[config.mk]
export PLATFORM = sky130hd
export DESIGN_NAME = mo_linebuf_sched
export DESIGN_NICKNAME = d
export VERILOG_FILES = /design/src/rtl/mo_linebuf_sched_pkg.sv /design/src/rtl/mo_linebuf_sched_scan_counter.sv /design/src/rtl/mo_linebuf_sched.sv
export SDC_FILE = /design/constraint.sdc
export NUM_CORES = 1
export LEC_CHECK = 0
export CORE_ASPECT_RATIO = 1.5
export CORE_MARGIN = 5
export CORE_UTILIZATION = 49
export CTS_CLUSTER_SIZE = 14
export DETAILED_ROUTE_END_ITERATION = 12
export PLACE_DENSITY = 0.93
export SETUP_SLACK_MARGIN = 0.15
export SYNTH_ARGS = -nofsm -noshare
export SYNTH_HDL_FRONTEND = slang
export SYNTH_SLANG_ARGS = --single-unit
[constraint.sdc]
create_clock -name MCKR -period 5.7 [get_ports MCKR]
set_input_delay 1.425 -clock MCKR [delete_from_list [all_inputs] [get_ports MCKR]]
set_output_delay 1.425 -clock MCKR [all_outputs]
set_load 0.005 [all_outputs]
[src/rtl/mo_linebuf_sched_pkg.sv]
// Shared motion-object graphics types: line-buffer select, scan FSM states,
// and the transparent-pixel code.
package mo_linebuf_sched_pkg;

  typedef enum logic {
    BUF_A = 1'b0,
    BUF_B = 1'b1
  } lb_sel_t;

  typedef enum logic [1:0] {
    LB_IDLE = 2'd0,
    LB_SCAN = 2'd1,
    LB_DONE = 2'd2
  } lb_scan_state_t;

  localparam logic [3:0] MO_TRANSPARENT = 4'hF;

  function automatic lb_sel_t lb_other(input lb_sel_t sel);
    return (sel == BUF_A) ? BUF_B : BUF_A;
  endfunction

endpackage

[src/rtl/mo_linebuf_sched_scan_counter.sv]
// Display-side scan sequencer: IDLE/SCAN/DONE FSM, read address counter,
// and detection of a line start that cuts a scan short.
module lb_scan_counter
  import mo_linebuf_sched_pkg::*;
#(
  parameter int unsigned HPIX = 336,
  parameter int unsigned XW   = 9
) (
  input  logic          clk,
  input  logic          rst_n,
  input  logic          line_start,
  output logic [XW-1:0] rd_addr,
  output logic          rd_valid,
  output logic          scan_abort
);

  localparam logic [XW-1:0] LAST_ADDR = XW'(HPIX - 1);

  lb_scan_state_t state;

  always_ff @(posedge clk) begin
    if (!rst_n) begin
      state      <= LB_IDLE;
      rd_addr    <= '0;
      rd_valid   <= 1'b0;
      scan_abort <= 1'b0;
    end else begin
      scan_abort <= 1'b0;
      if (line_start) begin
        // A line start on the final address lets that scan complete normally.
        scan_abort <= (state == LB_SCAN) && (rd_addr != LAST_ADDR);
        state      <= LB_SCAN;
        rd_addr    <= '0;
        rd_valid   <= 1'b1;
      end else begin
        case (state)
          LB_SCAN: begin
            if (rd_addr == LAST_ADDR) begin
              state    <= LB_DONE;
              rd_addr  <= '0;
              rd_valid <= 1'b0;
            end else begin
              rd_addr <= rd_addr + 1'b1;
            end
          end
          default: begin
            rd_valid <= 1'b0;
          end
        endcase
      end
    end
  end

endmodule

[src/rtl/mo_linebuf_sched.sv]
// Motion-object line-buffer scheduler: owns the A/B ping-pong select, gates
// pixel writes into the render buffer and clears into the scanned buffer.
module mo_linebuf_sched
  import mo_linebuf_sched_pkg::*;
#(
  parameter int unsigned HPIX = 336,
  parameter int unsigned XW   = 9,
  parameter int unsigned MAXW = 256
) (
  input  logic          MCKR,
  input  logic          RESET_b,
  input  logic          LINE_START,
  input  logic          BUFCLR_b,
  input  logic          PIX_VALID,
  input  logic [XW-1:0] PIX_X,
  input  logic [7:0]    PIX_DATA,
  output logic          PIX_READY,
  output logic          PADB,
  output logic [XW-1:0] WR_ADDR,
  output logic [7:0]    WR_DATA,
  output logic          WR_EN_A,
  output logic          WR_EN_B,
  output logic [XW-1:0] RD_ADDR,
  output logic          RD_VALID,
  output logic          CLR_EN_A,
  output logic          CLR_EN_B,
  output logic          SCAN_ABORT,
  output logic [7:0]    DROP_CNT
);

  localparam int unsigned CW = $clog2(MAXW + 1);

  lb_sel_t       padb_q;
  logic [CW-1:0] wr_cnt;
  logic [CW-1:0] wr_cnt_nxt;
  logic          accept;
  logic          refuse;
  logic          pix_write;
  logic          clr_ok;

  lb_scan_counter #(
    .HPIX (HPIX),
    .XW   (XW)
  ) u_scan (
    .clk        (MCKR),
    .rst_n      (RESET_b),
    .line_start (LINE_START),
    .rd_addr    (RD_ADDR),
    .rd_valid   (RD_VALID),
    .scan_abort (SCAN_ABORT)
  );

  always_comb begin
    accept     = PIX_VALID & PIX_READY;
    refuse     = PIX_VALID & ~PIX_READY;
    pix_write  = accept && (PIX_DATA[3:0] != MO_TRANSPARENT) && (32'(PIX_X) < HPIX);
    // The accepting cycle still belongs to the old line, so a coincident
    // line start simply zeroes the count after it.
    wr_cnt_nxt = LINE_START ? '0 : wr_cnt + {{(CW-1){1'b0}}, accept};
  end

  always_ff @(posedge MCKR) begin
    if (!RESET_b) begin
      padb_q    <= BUF_A;
      wr_cnt    <= '0;
      PIX_READY <= 1'b0;
      DROP_CNT  <= '0;
      WR_EN_A   <= 1'b0;
      WR_EN_B   <= 1'b0;
      WR_ADDR   <= '0;
      WR_DATA   <= '0;
    end else begin
      wr_cnt    <= wr_cnt_nxt;
      PIX_READY <= (32'(wr_cnt_nxt) < MAXW);
      WR_EN_A   <= pix_write && (padb_q == BUF_A);
      WR_EN_B   <= pix_write && (padb_q == BUF_B);
      if (pix_write) begin
        WR_ADDR <= PIX_X;
        WR_DATA <= PIX_DATA;
      end
      if (LINE_START) begin
        padb_q   <= lb_other(padb_q);
        DROP_CNT <= '0;
      end else if (refuse && (DROP_CNT != 8'hFF)) begin
        DROP_CNT <= DROP_CNT + 8'd1;
      end
    end
  end

  // A late write landing in the freshly scanned buffer wins over its clear,
  // keeping the two strobes of one buffer mutually exclusive.
  always_comb begin
    PADB     = (padb_q == BUF_B);
    clr_ok   = RD_VALID & BUFCLR_b;
    CLR_EN_A = clr_ok & (padb_q == BUF_B) & ~WR_EN_A;
    CLR_EN_B = clr_ok & (padb_q == BUF_A) & ~WR_EN_B;
  end

endmodule

==> results by group, run 1 <==
Run status
  – Status: complete, no violations

Power and ir drop
  – Leakage: 1.11 nW
  – Cell Pwr Density: 227 mW/mm^2
  – VDD IR max: 0.000216 V

Critical path
  – Startpoint types: primary input
  – Crit Path Class: in -> out
  – WP data arrival: about 2.7 ns
  – Critical Path Sink Type: output port
  – Worst-path fanout max: 2
  – Req. time, crit path: 4.28 ns

Clocking
  – CTS root buf: clkbuf_8
  – CTS Hold Bufs: 0
  – Later-pin clock latency in the skew report: 0.30 ns
  – H-tree depth: 2
  – TritonCTS clock tree: done
  – Number of CTS-inserted buffers: 5
  – CTS Sinks: 51
  – CTS max path bufs: 2
  – Post-CTS Resized: 0
  – Clock-pin slew on the worst setup and hold paths: roughly 0.09 ns
  – Post-CTS setup buffers: 0

Global route
  – Global-route usage over all layers: 16.8%
  – Vias in the first global route: 1,790
  – Initial antenna violation count: 0
  – First-pass GRT wire length: just under 8 mm
  – GR Util met3: 6.42%
  – Met1 usage: 17.4%
  – GRT Max-Usage Layer: met2
  – Largest net degree at the start of global routing: 22
  – Met2 Track Usage GR: 30.3%
  – Gr ovfl total: 0

Finish
  – Final Core Density: 67.2%
  – Share of layout cells above drive strength 1: 5.09%
  – Syn-to-layout area delta: 35.7%
  – Finished Cell Area: 0.00281 mm^2
  – Commonest non-fill, non-tap cell in the layout: clkdlybuf4s50_1
  – ANT cells: 0
  – Nets: 300
  – Commonest non-fill, non-tap cells in the layout: 63 x clkdlybuf4s50_1, 51 x dfxtp_1, 36 x nor2_1, 18 x mux2i_1

Detailed routing
  – DRT iter0 DRCs: between 40 and 50
  – WL per Instance: 14.3 um
  – DRC violations left: 0
  – Post-DRT Antenna Nets: 0
  – Vias: roughly 1,800
  – DRT Pass-1 Iters: 4
  – Final wirelength: 4.60 mm
  – Via/cell ratio: about 5.5

Yosys
  – Syn_area_per_cell: 9.84 um^2
  – Synth unique cells: 38
  – Ys Warns: 0
  – Seq cells post-synth: 51
  – Seq/Total Area, Yosys: ~50%
  – Area of the mapped netlist: between 0.002 and 0.0025 mm^2
  – Syn Nets: 236
  – Cells after Synth: 210

Die
  – Die area: 0.00564 mm^2
  – Die width: 63.0 um
  – Core area: between 0.004 and 0.005 mm^2
  – Die Ht: a little under 90 um
  – IO Count: 64
  – Rows: 29
  – Starting Density: 49.5%

Job
  – Maximum Capacitance Violations: 0

Placed design
  – GPL Wtd Cong: 0.799
  – Placed cell area: 0.00272 mm^2
  – DP HPWL: 3.54 mm
  – Port bufs: 63

Worst hold path
  – Worst Hold Class: reg -> reg

Timing
  – Final worst-path cycle share: 72.7%
  – Fmax: 241 MHz
  – Slew Viols, Final: 0
  – Rel. slew slack: 58.1%
  – Fin. Hold Viols: 0
  – Setup Viol. Count Final: 0
  – Setup TNS: 0 ns
  – Worst-margin pin slew: 0.629 ns
  – RSZ-0062 raised after global routing: no
  – Worst Skew: 0.00635 ns
  – Final min period: about 4.1 ns
flip-flops by register name, summed over array words and instances, names as in the netlist:
| register | count |
|---|---|
| DROP_CNT | 8 |
| PADB | 1 |
| PIX_READY | 1 |
| WR_ADDR | 9 |
| WR_DATA | 8 |
| WR_EN_A | 1 |
| WR_EN_B | 1 |
| u_scan.rd_addr | 9 |
| u_scan.rd_valid | 1 |
| u_scan.scan_abort | 1 |
| u_scan.state | 2 |
| wr_cnt | 9 |
path summary, 6_finish.rpt:
kind,from,end,slack [ns],cells after the start
worst min register to register,WR_DATA[0]$_SDFFE_PN0N_,WR_DATA[0]$_SDFFE_PN0N_,0.51,2
worst max register to register,PIX_READY$_SDFF_PN0_,PIX_READY$_SDFF_PN0_,3.78,7
worst max-delay path,BUFCLR_b,CLR_EN_A,1.55,4
worst min-delay path,WR_DATA[0]$_SDFFE_PN0N_,WR_DATA[0]$_SDFFE_PN0N_,0.51,2
final cells by class:
| class | count | area [um^2] |
|---|---|---|
| fillers | 314 | 1370 |
| flip-flops and latches | 51 | 1020 |
| multi-input cells | 150 | 1000 |
| repair buffers | 63 | 631 |
| clock buffers | 6 | 72.6 |
| well taps | 46 | 57.6 |
| clock inverters | 2 | 12.5 |
| inverters | 3 | 11.3 |
cells by family (layout without fill, tap and decap cells):
| logic type | count (synthesis) | in the layout | synth area share (%) |
|---|---|---|---|
| simple gates | 89 | 89 | 23.2 |
| fa+ha+maj | 4 | 4 | 2.42 |
| compound gates | 25 | 25 | 8.05 |
| flops | 51 | 51 | 49.4 |
| xor+xnor | 14 | 14 | 5.93 |
| mux | 18 | 18 | 8.72 |
| buf+inv | 9 | 74 | 2.24 |
cells in the mapped netlist:
master | count | area share, %
a21o_1 | 1 | 0.36
a21oi_1 | 10 | 2.4
and2_1 | 4 | 1.2
and3_1 | 4 | 1.2
and3b_1 | 1 | 0.42
and4_1 | 1 | 0.42
and4b_1 | 3 | 1.5
buf_2 | 1 | 0.24
buf_4 | 1 | 0.36
buf_6 | 1 | 0.54
clkbuf_1 | 3 | 0.54
dfxtp_1 | 51 | 49
ha_1 | 4 | 2.4
inv_1 | 3 | 0.54
mux2i_1 | 18 | 8.7
nand2_1 | 8 | 1.5
nand2b_1 | 2 | 0.61
nand3_1 | 9 | 2.2
nand4_1 | 5 | 1.5
nand4_2 | 1 | 0.61
nand4_4 | 1 | 1.0
nor2_1 | 36 | 6.5
nor2b_1 | 1 | 0.30
nor2b_2 | 1 | 0.42
nor3_1 | 3 | 0.73
nor3b_1 | 1 | 0.36
nor4bb_1 | 1 | 0.48
o211ai_1 | 1 | 0.36
o211ai_2 | 1 | 0.61
o21a_1 | 2 | 0.73
o21ai_0 | 4 | 0.97
o21ai_2 | 1 | 0.42
o221a_2 | 2 | 1.1
o31ai_1 | 3 | 1.1
or3_1 | 4 | 1.2
or4_1 | 3 | 1.1
xnor2_1 | 4 | 1.7
xor2_1 | 10 | 4.2
worst max-delay path, cell delays in order:
cell             delay, ns
clkdlybuf4s50_1       0.45
nand2_1               0.08
nor3b_1               0.22
clkdlybuf4s50_1       0.54
power by group:
part / switching, mW / leakage [nW] / internal [mW]
Clock: 0.113 / 0.0412 / 0.0859
Sequential: 0.00668 / 0.414 / 0.365
Combinational: 0.0265 / 0.657 / 0.0387
Total: 0.146 / 1.11 / 0.490
per-stage QoR:
step           worst slack [ns]  hold WS, ns  power [mW]  instances
2_1_floorplan              2.59        0.459       0.407        210
3_5_place_dp               1.53        0.490       0.445        313
4_1_cts                    1.53        0.503       0.641        321
3_3_place_gp               1.61        0.467       0.443        313
5_1_grt                    1.48        0.536       0.665        321
6_report                   1.55        0.509       0.636        321
routing by layer:
layer,wire length (um),up-vias
met5,0,-
met4,75,0
met3,397,9
met2,2310,57
met1,1820,834
li1,-,866
Note: power is estimated with default switching activity, not from simulation.
==> run 2, diff against run 1 <==
--- a/config.mk
+++ b/config.mk
@@ -7,10 +7,10 @@
 export LEC_CHECK = 0
 export CORE_ASPECT_RATIO = 1.5
 export CORE_MARGIN = 5
-export CORE_UTILIZATION = 49
+export CORE_UTILIZATION = 46
 export CTS_CLUSTER_SIZE = 14
 export DETAILED_ROUTE_END_ITERATION = 12
-export PLACE_DENSITY = 0.93
+export PLACE_DENSITY = 0.89
 export SETUP_SLACK_MARGIN = 0.15
 export SYNTH_ARGS = -nofsm -noshare
 export SYNTH_HDL_FRONTEND = slang
==> constraint.sdc (replaced) <==
create_clock -name MCKR -period 4 [get_ports MCKR]
set_input_delay 1 -clock MCKR [delete_from_list [all_inputs] [get_ports MCKR]]
set_output_delay 1 -clock MCKR [all_outputs]
set_load 0.005 [all_outputs]
==> run 2 against run 1 <==
Compared with the run above:
- setup slack got worse by 0.79 ns
- critical path depth did not move
- final cell count rose by 0.31%
- register-to-register slack got worse by 1.7 ns
- clock-buffer cell count did not move
- non-clock buffer count did not move
- flip-flop and latch count did not move
- via count fell by 0.28%
- wire length fell by 0.50%
==> results by group, run 2 (same netlist as run 1, synthesis figures left out) <==
Clocking
  – CTS Hold Bufs: 0 (unchanged)
  – Post-CTS setup buffers: 0 (unchanged)
  – CTS Sinks: 51 (unchanged)
  – CTS max path bufs: 2 (unchanged)
  – H-tree depth: 2 (unchanged)
  – CTS root buf: clkbuf_8
  – Later-pin clock latency in the skew report: 0.29 ns (about the same)
  – Clock-pin slew on the worst setup and hold paths: 0.08 ns (about the same)
  – TritonCTS clock tree: done
  – Number of CTS-inserted buffers: 5 (unchanged)
  – Post-CTS Resized: 0 (unchanged)

Worst hold path
  – Worst Hold Class: reg -> reg
  – Number of cells on the worst hold path: 2 (unchanged)

Global route
  – Vias in the first global route: 1,887 (+5.4%)
  – Global-route usage over all layers: 16.7% (-0.038 points)
  – First-pass GRT wire length: 8.03 mm (+4.1%)
  – Gr ovfl total: 0 (unchanged)
  – Largest net degree at the start of global routing: 22 (unchanged)
  – Initial antenna violation count: 0 (unchanged)

Finish
  – Commonest non-fill, non-tap cell in the layout: clkdlybuf4s50_1
  – Non-Filler Instances: 322 (+0.31%)
  – Syn-to-layout area delta: 36.7%
  – Commonest non-fill, non-tap cells in the layout: 63 x clkdlybuf4s50_1, 51 x dfxtp_1, 36 x nor2_1, 18 x mux2i_1
  – Share of layout cells above drive strength 1: 4.74% (-0.35 points)
  – Biggest regs: WR_ADDR x9, u_scan.rd_addr x9, wr_cnt x9
  – Nets: 300 (unchanged)
  – ANT cells: 0 (unchanged)

Die
  – Starting Density: 46.7% (-2.9 points)
  – Core area: 0.00443 mm^2 (+6.1%)
  – Die area: 0.00596 mm^2 (+5.6%)
  – Rows: 30 (+3.4%)
  – IO Count: 64 (unchanged)
  – Die width: 64.7 um (+2.7%)
  – Die Ht: 92.1 um (+2.9%)

Detailed routing
  – Final wirelength: 4.58 mm (-0.50%)
  – Post-DRT Antenna Nets: 0 (unchanged)
  – WL per Instance: 14.2 um (-0.81%)
  – Vias: 1,761 (-0.28%)
  – DRT Pass-1 Iters: 4 (unchanged)
  – Via/cell ratio: 5.47 (-0.59%)
  – DRT iter0 DRCs: 50 (+22%)
  – DRC violations left: 0 (unchanged)

Placed design
  – # placed instances: 315 (+0.64%)
  – GPL Wtd Cong: 0.775 (-3.1%)
  – DP HPWL: 3.41 mm (-3.6%)
  – Port bufs: 63 (unchanged)

Timing
  – Worst-margin pin slew: 0.648 ns (+0.0194 ns)
  – Rel. slew slack: 56.7% (-1.3 points)
  – RSZ-0062 raised after global routing: no
  – Setup TNS: 0 ns (unchanged)
  – Fin. Hold Viols: 0 (unchanged)
  – Final worst-path cycle share: between 80% and 90%
  – Fmax: 309 MHz
  – Setup Viol. Count Final: 0 (unchanged)
  – Worst Skew: 0.00450 ns (-0.00185 ns)
  – Slew Viols, Final: 0 (unchanged)
  – Final min period: 3.24 ns

Power and ir drop
  – Leakage: 1.12 nW (+0.91%)
  – VDD IR max: 0.000263 V (+22%)
  – Cell Pwr Density: 340 mW/mm^2 (+50%)

Critical path
  – Crit Path Class: in -> out
  – Depth of the most critical reg-to-reg path: 7 (unchanged)
  – Req. time, crit path: 3.00 ns (-1.28 ns)
  – Critical Path Sink Type: output port
  – Startpoint types: primary input
  – Worst-path fanout max: 2 (unchanged)
  – WP data arrival: 2.24 ns (-0.48 ns)

Run status
  – Status: complete, no violations

Job
  – Maximum Capacitance Violations: 0 (unchanged)
run 2: worst paths after layout:
check | startpoint | end | slack (ns)
setup / recovery | BUFCLR_b | CLR_EN_A | 0.76
hold / removal | wr_cnt[7]$_SDFF_PP0_ | wr_cnt[7]$_SDFF_PP0_ | 0.49
setup reg to reg | PIX_READY$_SDFF_PN0_ | PIX_READY$_SDFF_PN0_ | 2.07
hold reg to reg | wr_cnt[7]$_SDFF_PP0_ | wr_cnt[7]$_SDFF_PP0_ | 0.49
run 2: final cells by class:
type	instances	area, um^2
clock buffer	6	72.6
tap	48	60.1
sequential	51	1020
multi-input combinational	150	1000
fill	363	1600
clock inverter	1	30.0
timing repair buffer	63	631
inverter	3	11.3
run 2: routing by layer:
metal / track usage [%] / vias up / part of all wire [%]
li1: - / 869 / -
met1: 17.7 / 827 / 38
met2: 29.4 / 57 / 52
met3: 6.37 / 8 / 8.3
met4: 6.35 / 0 / 1.8
met5: 0 / - / 0
run 2: critical path, stage by stage:
cell and delay [ns]:
clkdlybuf4s50_1 0.46, nand2_1 0.07, nor3b_1 0.18, clkdlybuf4s50_1 0.53
run 2: report_power, final:
| part | switching [mW] | internal (mW) | total [mW] | leakage, nW |
|---|---|---|---|---|
| Sequential | 0.00897 | 0.520 | 0.529 | 0.414 |
| Combinational | 0.0379 | 0.0551 | 0.0930 | 0.657 |
| Clock | 0.155 | 0.183 | 0.338 | 0.0513 |
run 2: metrics by stage:
stage / worst slack, ns / power [mW] / area (um^2) / hold WS, ns / utilization, %
floorplan: 1.61 / 0.580 / 2070 / 0.459 / -
global placement: 0.771 / 0.632 / 2720 / 0.471 / 61.5
detailed placement: 0.757 / 0.635 / 2720 / 0.485 / 61.5
CTS: 0.750 / 0.972 / 2830 / 0.495 / 63.8
global route: 0.677 / 1.00 / 2830 / 0.531 / 63.8
finish: 0.764 / 0.960 / 2830 / 0.494 / 63.8
